[src/rtl/tx_word_serializer_if.sv]
// rtl/tx_word_serializer_if.sv - tx FIFO read side and byte stream bundle for tx_word_serializer
interface tx_word_serializer_if #(
  parameter int DATA_WIDTH = 128
);
  // tx FIFO read side (first-word fall-through)
  logic                  fifo_empty;
  logic [DATA_WIDTH-1:0] read_data;
  logic                  read_enable;

  // byte stream toward the transmit line logic
  logic                  tx_valid;
  logic                  tx_ready;
  logic [7:0]            tx_data;
  logic                  tx_last;

  // serializer side
  modport master (
    input  fifo_empty,
    input  read_data,
    output read_enable,
    output tx_valid,
    input  tx_ready,
    output tx_data,
    output tx_last
  );

  // FIFO / line side
  modport slave (
    output fifo_empty,
    output read_data,
    input  read_enable,
    input  tx_valid,
    output tx_ready,
    input  tx_data,
    input  tx_last
  );
endinterface

[src/rtl/tx_word_serializer.sv]
// rtl/tx_word_serializer.sv - pops tx FIFO words and streams them out one byte per transfer
module tx_word_serializer #(
  parameter int DATA_WIDTH = 128,
  parameter bit MSB_FIRST  = 1'b1,
  parameter int CNT_WIDTH  = 16
) (
  input  logic                 clk,
  input  logic                 n_rst,
  tx_word_serializer_if.master bus,
  output logic                 busy,
  output logic [CNT_WIDTH-1:0] words_sent
);

  localparam int NUM_BYTES = DATA_WIDTH / 8;
  localparam int BC_WIDTH  = (NUM_BYTES > 1) ? $clog2(NUM_BYTES) : 1;
  localparam logic [BC_WIDTH-1:0] LAST_IDX = BC_WIDTH'(NUM_BYTES - 1);

  typedef enum logic {
    S_IDLE = 1'b0,
    S_SEND = 1'b1
  } state_t;

  state_t                r_state;
  state_t                w_state_nxt;
  logic [DATA_WIDTH-1:0] r_shift;
  logic [BC_WIDTH-1:0]   r_byte_cnt;
  logic [CNT_WIDTH-1:0]  r_words_sent;

  logic                  w_send;
  logic                  w_xfer;
  logic                  w_last_xfer;
  logic                  w_load;
  logic [7:0]            w_head_byte;
  logic [DATA_WIDTH-1:0] w_shift_nxt;

  // The outgoing byte always sits at one fixed end of the shift register,
  // so the byte mux is a constant slice and each transfer is an 8-bit shift.
  assign w_head_byte = MSB_FIRST ? r_shift[DATA_WIDTH-1 -: 8] : r_shift[7:0];
  assign w_shift_nxt = MSB_FIRST ? (r_shift << 8) : (r_shift >> 8);

  // State register
  always_ff @(posedge clk or negedge n_rst) begin
    if (!n_rst) begin
      r_state <= S_IDLE;
    end else begin
      r_state <= w_state_nxt;
    end
  end

  // Next-state: stay in SEND across words when the FIFO can refill on the last byte
  always_comb begin
    w_state_nxt = r_state;
    case (r_state)
      S_IDLE: if (w_load) w_state_nxt = S_SEND;
      S_SEND: if (w_last_xfer && !w_load) w_state_nxt = S_IDLE;
      default: w_state_nxt = S_IDLE;
    endcase
  end

  // Outputs: handshake decode and the combinational pop strobe.
  // read_enable is held low during reset so a queued word is never popped
  // while the serializer cannot capture it.
  always_comb begin
    w_send          = (r_state == S_SEND);
    w_xfer          = w_send && bus.tx_ready;
    w_last_xfer     = w_xfer && (r_byte_cnt == LAST_IDX);
    w_load          = n_rst && !bus.fifo_empty && (!w_send || w_last_xfer);
    bus.read_enable = w_load;
    bus.tx_valid    = w_send;
    bus.tx_data     = w_send ? w_head_byte : 8'h00;
    bus.tx_last     = w_send && (r_byte_cnt == LAST_IDX);
    busy            = w_send;
  end

  // Datapath: load on pop, shift on every non-final transfer, hold on stall
  always_ff @(posedge clk or negedge n_rst) begin
    if (!n_rst) begin
      r_shift    <= '0;
      r_byte_cnt <= '0;
    end else if (w_load) begin
      r_shift    <= bus.read_data;
      r_byte_cnt <= '0;
    end else if (w_xfer) begin
      r_shift    <= w_shift_nxt;
      r_byte_cnt <= r_byte_cnt + BC_WIDTH'(1);
    end
  end

  // Completed-word counter; wraps naturally at its width
  always_ff @(posedge clk or negedge n_rst) begin
    if (!n_rst) begin
      r_words_sent <= '0;
    end else if (w_last_xfer) begin
      r_words_sent <= r_words_sent + CNT_WIDTH'(1);
    end
  end

  assign words_sent = r_words_sent;

endmodule

[src/flat_wrapper.sv]
// flat-port wrapper written by rule: the top's interface ports become plain ports
module tx_word_serializer_flat 
#(
  parameter int DATA_WIDTH = 128,
  parameter bit MSB_FIRST  = 1'b1,
  parameter int CNT_WIDTH  = 16
)
  (clk, n_rst, busy, words_sent, bus_fifo_empty, bus_read_data, bus_read_enable, bus_tx_valid, bus_tx_ready, bus_tx_data, bus_tx_last);
  tx_word_serializer_if #(.DATA_WIDTH(DATA_WIDTH)) bus_i ();
  input  logic clk;
  input  logic n_rst;
  output logic busy;
  output logic [CNT_WIDTH-1:0] words_sent;
  input wire logic [$bits(bus_i.fifo_empty)-1:0] bus_fifo_empty;
  input wire logic [$bits(bus_i.read_data)-1:0] bus_read_data;
  output wire logic [$bits(bus_i.read_enable)-1:0] bus_read_enable;
  output wire logic [$bits(bus_i.tx_valid)-1:0] bus_tx_valid;
  input wire logic [$bits(bus_i.tx_ready)-1:0] bus_tx_ready;
  output wire logic [$bits(bus_i.tx_data)-1:0] bus_tx_data;
  output wire logic [$bits(bus_i.tx_last)-1:0] bus_tx_last;
  assign bus_i.fifo_empty = bus_fifo_empty;
  assign bus_i.read_data = bus_read_data;
  assign bus_read_enable = bus_i.read_enable;
  assign bus_tx_valid = bus_i.tx_valid;
  assign bus_i.tx_ready = bus_tx_ready;
  assign bus_tx_data = bus_i.tx_data;
  assign bus_tx_last = bus_i.tx_last;
  tx_word_serializer #(.DATA_WIDTH(DATA_WIDTH), .MSB_FIRST(MSB_FIRST), .CNT_WIDTH(CNT_WIDTH)) u_core (.clk(clk), .n_rst(n_rst), .bus(bus_i), .busy(busy), .words_sent(words_sent));
endmodule
[config.mk]
export PLATFORM = sky130hd
export DESIGN_NAME = tx_word_serializer_flat
export DESIGN_NICKNAME = d
export VERILOG_FILES = /design/src/rtl/tx_word_serializer_if.sv /design/src/rtl/tx_word_serializer.sv /design/src/flat_wrapper.sv
export SDC_FILE = /design/constraint.sdc
export NUM_CORES = 1
export LEC_CHECK = 0
export CAP_MARGIN = 20
export CORE_UTILIZATION = 35
export DETAILED_ROUTE_END_ITERATION = 8
export GPL_ROUTABILITY_DRIVEN = 0
export GPL_TIMING_DRIVEN = 0
export HOLD_SLACK_MARGIN = 0.05
export PLACE_DENSITY = 0.71
export SYNTH_ARGS = -nofsm -noshare
export SYNTH_HDL_FRONTEND = slang
export SYNTH_SLANG_ARGS = --single-unit
[constraint.sdc]
create_clock -name clk -period 2.07 [get_ports clk]
set_clock_uncertainty 0.1 [all_clocks]
set_input_delay 0.207 -clock clk [delete_from_list [all_inputs] [get_ports clk]]
set_output_delay 0.207 -clock clk [all_outputs]
set_load 0.01 [all_outputs]
==> results.cfg <==
[outcome]
status = complete, but fails checks
violations = hold timing, setup timing

[timing]
finalHoldViolCount = 70
slew_headroom_pct = 54.75
min_period_ps = 2071
rsz0062_at_grt = true
post-route-period-util_pct = 100.0
hold-worst-slack_ps = -313.1
setup_viol = 1
fmax_mhz = 482.9
worst_pin_slew_ps = 678.7
fin_ws_ps = -0.6930
drv_slew = 0

[worst_setup_path]
critPathKind = register to output port
cp.arrival_ps = 1760
end_kind = output port
critPathLaunchType = register
r2r_cells = 5
crit_required_ps = 1760
crit_fanout = 5

[cells_and_area]
layout.nets = 978
area_growth_pct = 39.17
fin_cells = 1116
drive_gt1_share_pct = 11.10
final_common_cell = clkdlybuf4s50_1
insertedDiodeCount = 0
stdcell_area_mm2 = 0.009579
most-common-layout-cells = clkdlybuf4s50_1 (156), dfrtp_1 (148), nand2_1 (147)

[placement]
hpwlAfterDp_um = 12120
port_buffers = 159
numPlacedInstances = 1071
dp_slack_ps = -686.8
detailed_place.area_mm2 = 0.008828

[global_route]
antenna_found_initial = 1
overflow = 0
grt_pass1_wl_um = 27170
grt_max_degree = 80
grt_pass1_vias = 5230
gr-usage-all-layers_pct = 17.57

[logic_synthesis]
syn_area_per_cell_um2 = 10.57
yosys_warnings = 0
ys_ff_latch = 149
syn_area_mm2 = 0.006883
syn-num-nets = 785
yosysUniqueCellTypes = 28
syn_inst = 651
yosysSeqAreaShare_pct = 54.17

[clocking]
cts_max_level = 4
clk_latency_ps = 420
numCtsBuffers = 17
clk_path_buf_depth = 2
cts_tree = built
cts.clk_slew.worst_paths_ps = 60
clockRootBuffer = clkbuf_16
cts_num_sinks = 149

[hold_path]
hp-class = input port to async pin

[drt]
drc_errors = 0
drtIter0Drc = 233
vias_per_cell = 4.720
drt-pass1-iter-count = 6
wl_per_cell_um = 15.22
antenna_left = 0
drt-total-wl_um = 16990
num_vias = 5268

[power_and_ir_drop]
p_sw_share_pct = 29.43
p_leak_uw = 0.004347
power_density_mw_per_mm2 = 997.4
p_seq_share_pct = 45.1
p_int_uw = 6742
ir_drop_mv = 0.5613
combPwrFrac_pct = 23.8
power_switching_uw = 2812
clockPowerShare_pct = 31.1

[die]
die_x_um = 142.2
io_pins = 160
fp.coreArea_mm2 = 0.01902
die_y_um = 142.2
start_util_pct = 36.19
fp.dieArea_mm2 = 0.02023
rows = 50

[job]
cap_violations = 0
-- power by group through the flow --
| stage | clock, µW | sequential (µW) | combinational [µW] |
|---|---|---|---|
| floorplan | 0 | 4130 | 1430 |
| detailed placement | 0 | 4340 | 2170 |
| global placement | 0 | 4330 | 2090 |
| CTS | 3020 | 4310 | 2280 |
| finish | 2970 | 4310 | 2280 |
| global route | 3140 | 4410 | 2560 |
-- metal layers --
metal / wire [µm] / track usage [%] / share of wire, %
met2: 7772 / 27.30 / 46
met4: 111 / 4.754 / 0.65
met3: 1002 / 4.744 / 5.9
met5: 0 / 0 / 0
met1: 8100 / 24.08 / 48
-- final timing paths --
path / startpoint / end / slack, ps
worst min register to register: u_core.words_sent[15]$_DFFE_PN0P_ / u_core.words_sent[15]$_DFFE_PN0P_ / 370
worst max register to register: u_core.bus.tx_valid$_DFF_PN0_ / u_core.r_shift[126]$_DFFE_PN0P_ / 110
worst max-delay path: u_core.r_byte_cnt[0]$_DFFE_PN0P_ / bus_read_enable / -0.7
worst min-delay path: n_rst / u_core.r_shift[121]$_DFFE_PN0P_ / -310
min in group clk: bus_read_data[57] / u_core.r_shift[57]$_DFFE_PN0P_ / 220
max in group asynchronous: n_rst / u_core.r_shift[30]$_DFFE_PN0P_ / 1370
-- worst max-delay path, stage by stage (launching register included) --
cell and delay [ps]:
dfrtp_1 390, ha_4 180, nand4_1 180, a21oi_4 230, buf_6 150, buf_8 110, buf_6 100
-- through the flow --
stage	setup TNS [ps]	utilization, %	power, µW	hold slack (ps)
floorplan	0	-	5559	-188.6
global placement	-1591340	46.27	6422	360.9
detailed placement	-27730	46.42	6507	164.5
CTS	-31.06	49.93	9608	-279.4
global route	-81.95	50.37	10100	-264.0
finish	-0.6930	50.37	9554	-313.1
-- Yosys cell counts --
cell type | n | area [µm²]
clkbuf_1 | 9 | 33.78
clkbuf_2 | 5 | 25.02
dfrtp_1 | 149 | 3729
nor4_1 | 1 | 6.260
buf_4 | 4 | 30.03
xnor2_1 | 14 | 122.6
a21oi_1 | 1 | 5.000
nand4_2 | 1 | 12.51
nand3_1 | 8 | 40.04
o21ai_1 | 52 | 260.3
nor4_4 | 1 | 21.27
xor2_1 | 4 | 35.03
nor3_1 | 1 | 5.000
mux2_2 | 1 | 11.26
nand2b_1 | 1 | 6.260
a21oi_4 | 1 | 16.27
nand4_1 | 6 | 37.54
inv_1 | 2 | 7.510
mux2i_1 | 121 | 1211
o21ai_0 | 76 | 380.4
and4_1 | 1 | 8.760
and3_1 | 3 | 18.77
nor2_1 | 4 | 15.01
buf_6 | 12 | 135.1
buf_2 | 14 | 70.07
nand2_1 | 147 | 551.8
and2_1 | 10 | 62.56
ha_1 | 2 | 25.02
-- registers in the layout, indices dropped and copies added (netlist names) --
| signal | flops |
|---|---|
| u_core.r_shift | 128 |
| u_core.words_sent | 16 |
| u_core.r_byte_cnt | 4 |
| u_core.bus.tx_valid | 1 |
-- final cells by class --
| cell class | instances | area, µm² |
|---|---|---|
| well taps | 260 | 325.3 |
| inverters | 2 | 7.507 |
| multi-input cells | 456 | 2874 |
| flip-flops and latches | 149 | 3730 |
| clock buffers | 18 | 429.2 |
| repair buffers | 174 | 1750 |
| clock inverters | 13 | 135.1 |
| fillers | 1774 | 9439 |
| plain buffers | 44 | 327.8 |
-- logic make-up after synthesis --
| group | Yosys count | synth area share [%] |
|---|---|---|
| muxes | 122 | 17.76 |
| adders and majority gates | 2 | 0.3635 |
| buffers and inverters | 46 | 4.381 |
| DFF | 149 | 54.17 |
| AOI/OAI and AO/OA | 130 | 9.616 |
| and+or+nand+nor | 184 | 11.42 |
| xor gates and xnor gates | 18 | 2.290 |
-- timing repair --
item	CTS	global route
setup endpoints to repair	110	93
cloned	0	1
setup buffers	8	5
resized for setup	16	15
endpoints found under the hold margin	70	70
pin swaps	2	1
No activity file was read; power rests on OpenSTA's default activity.
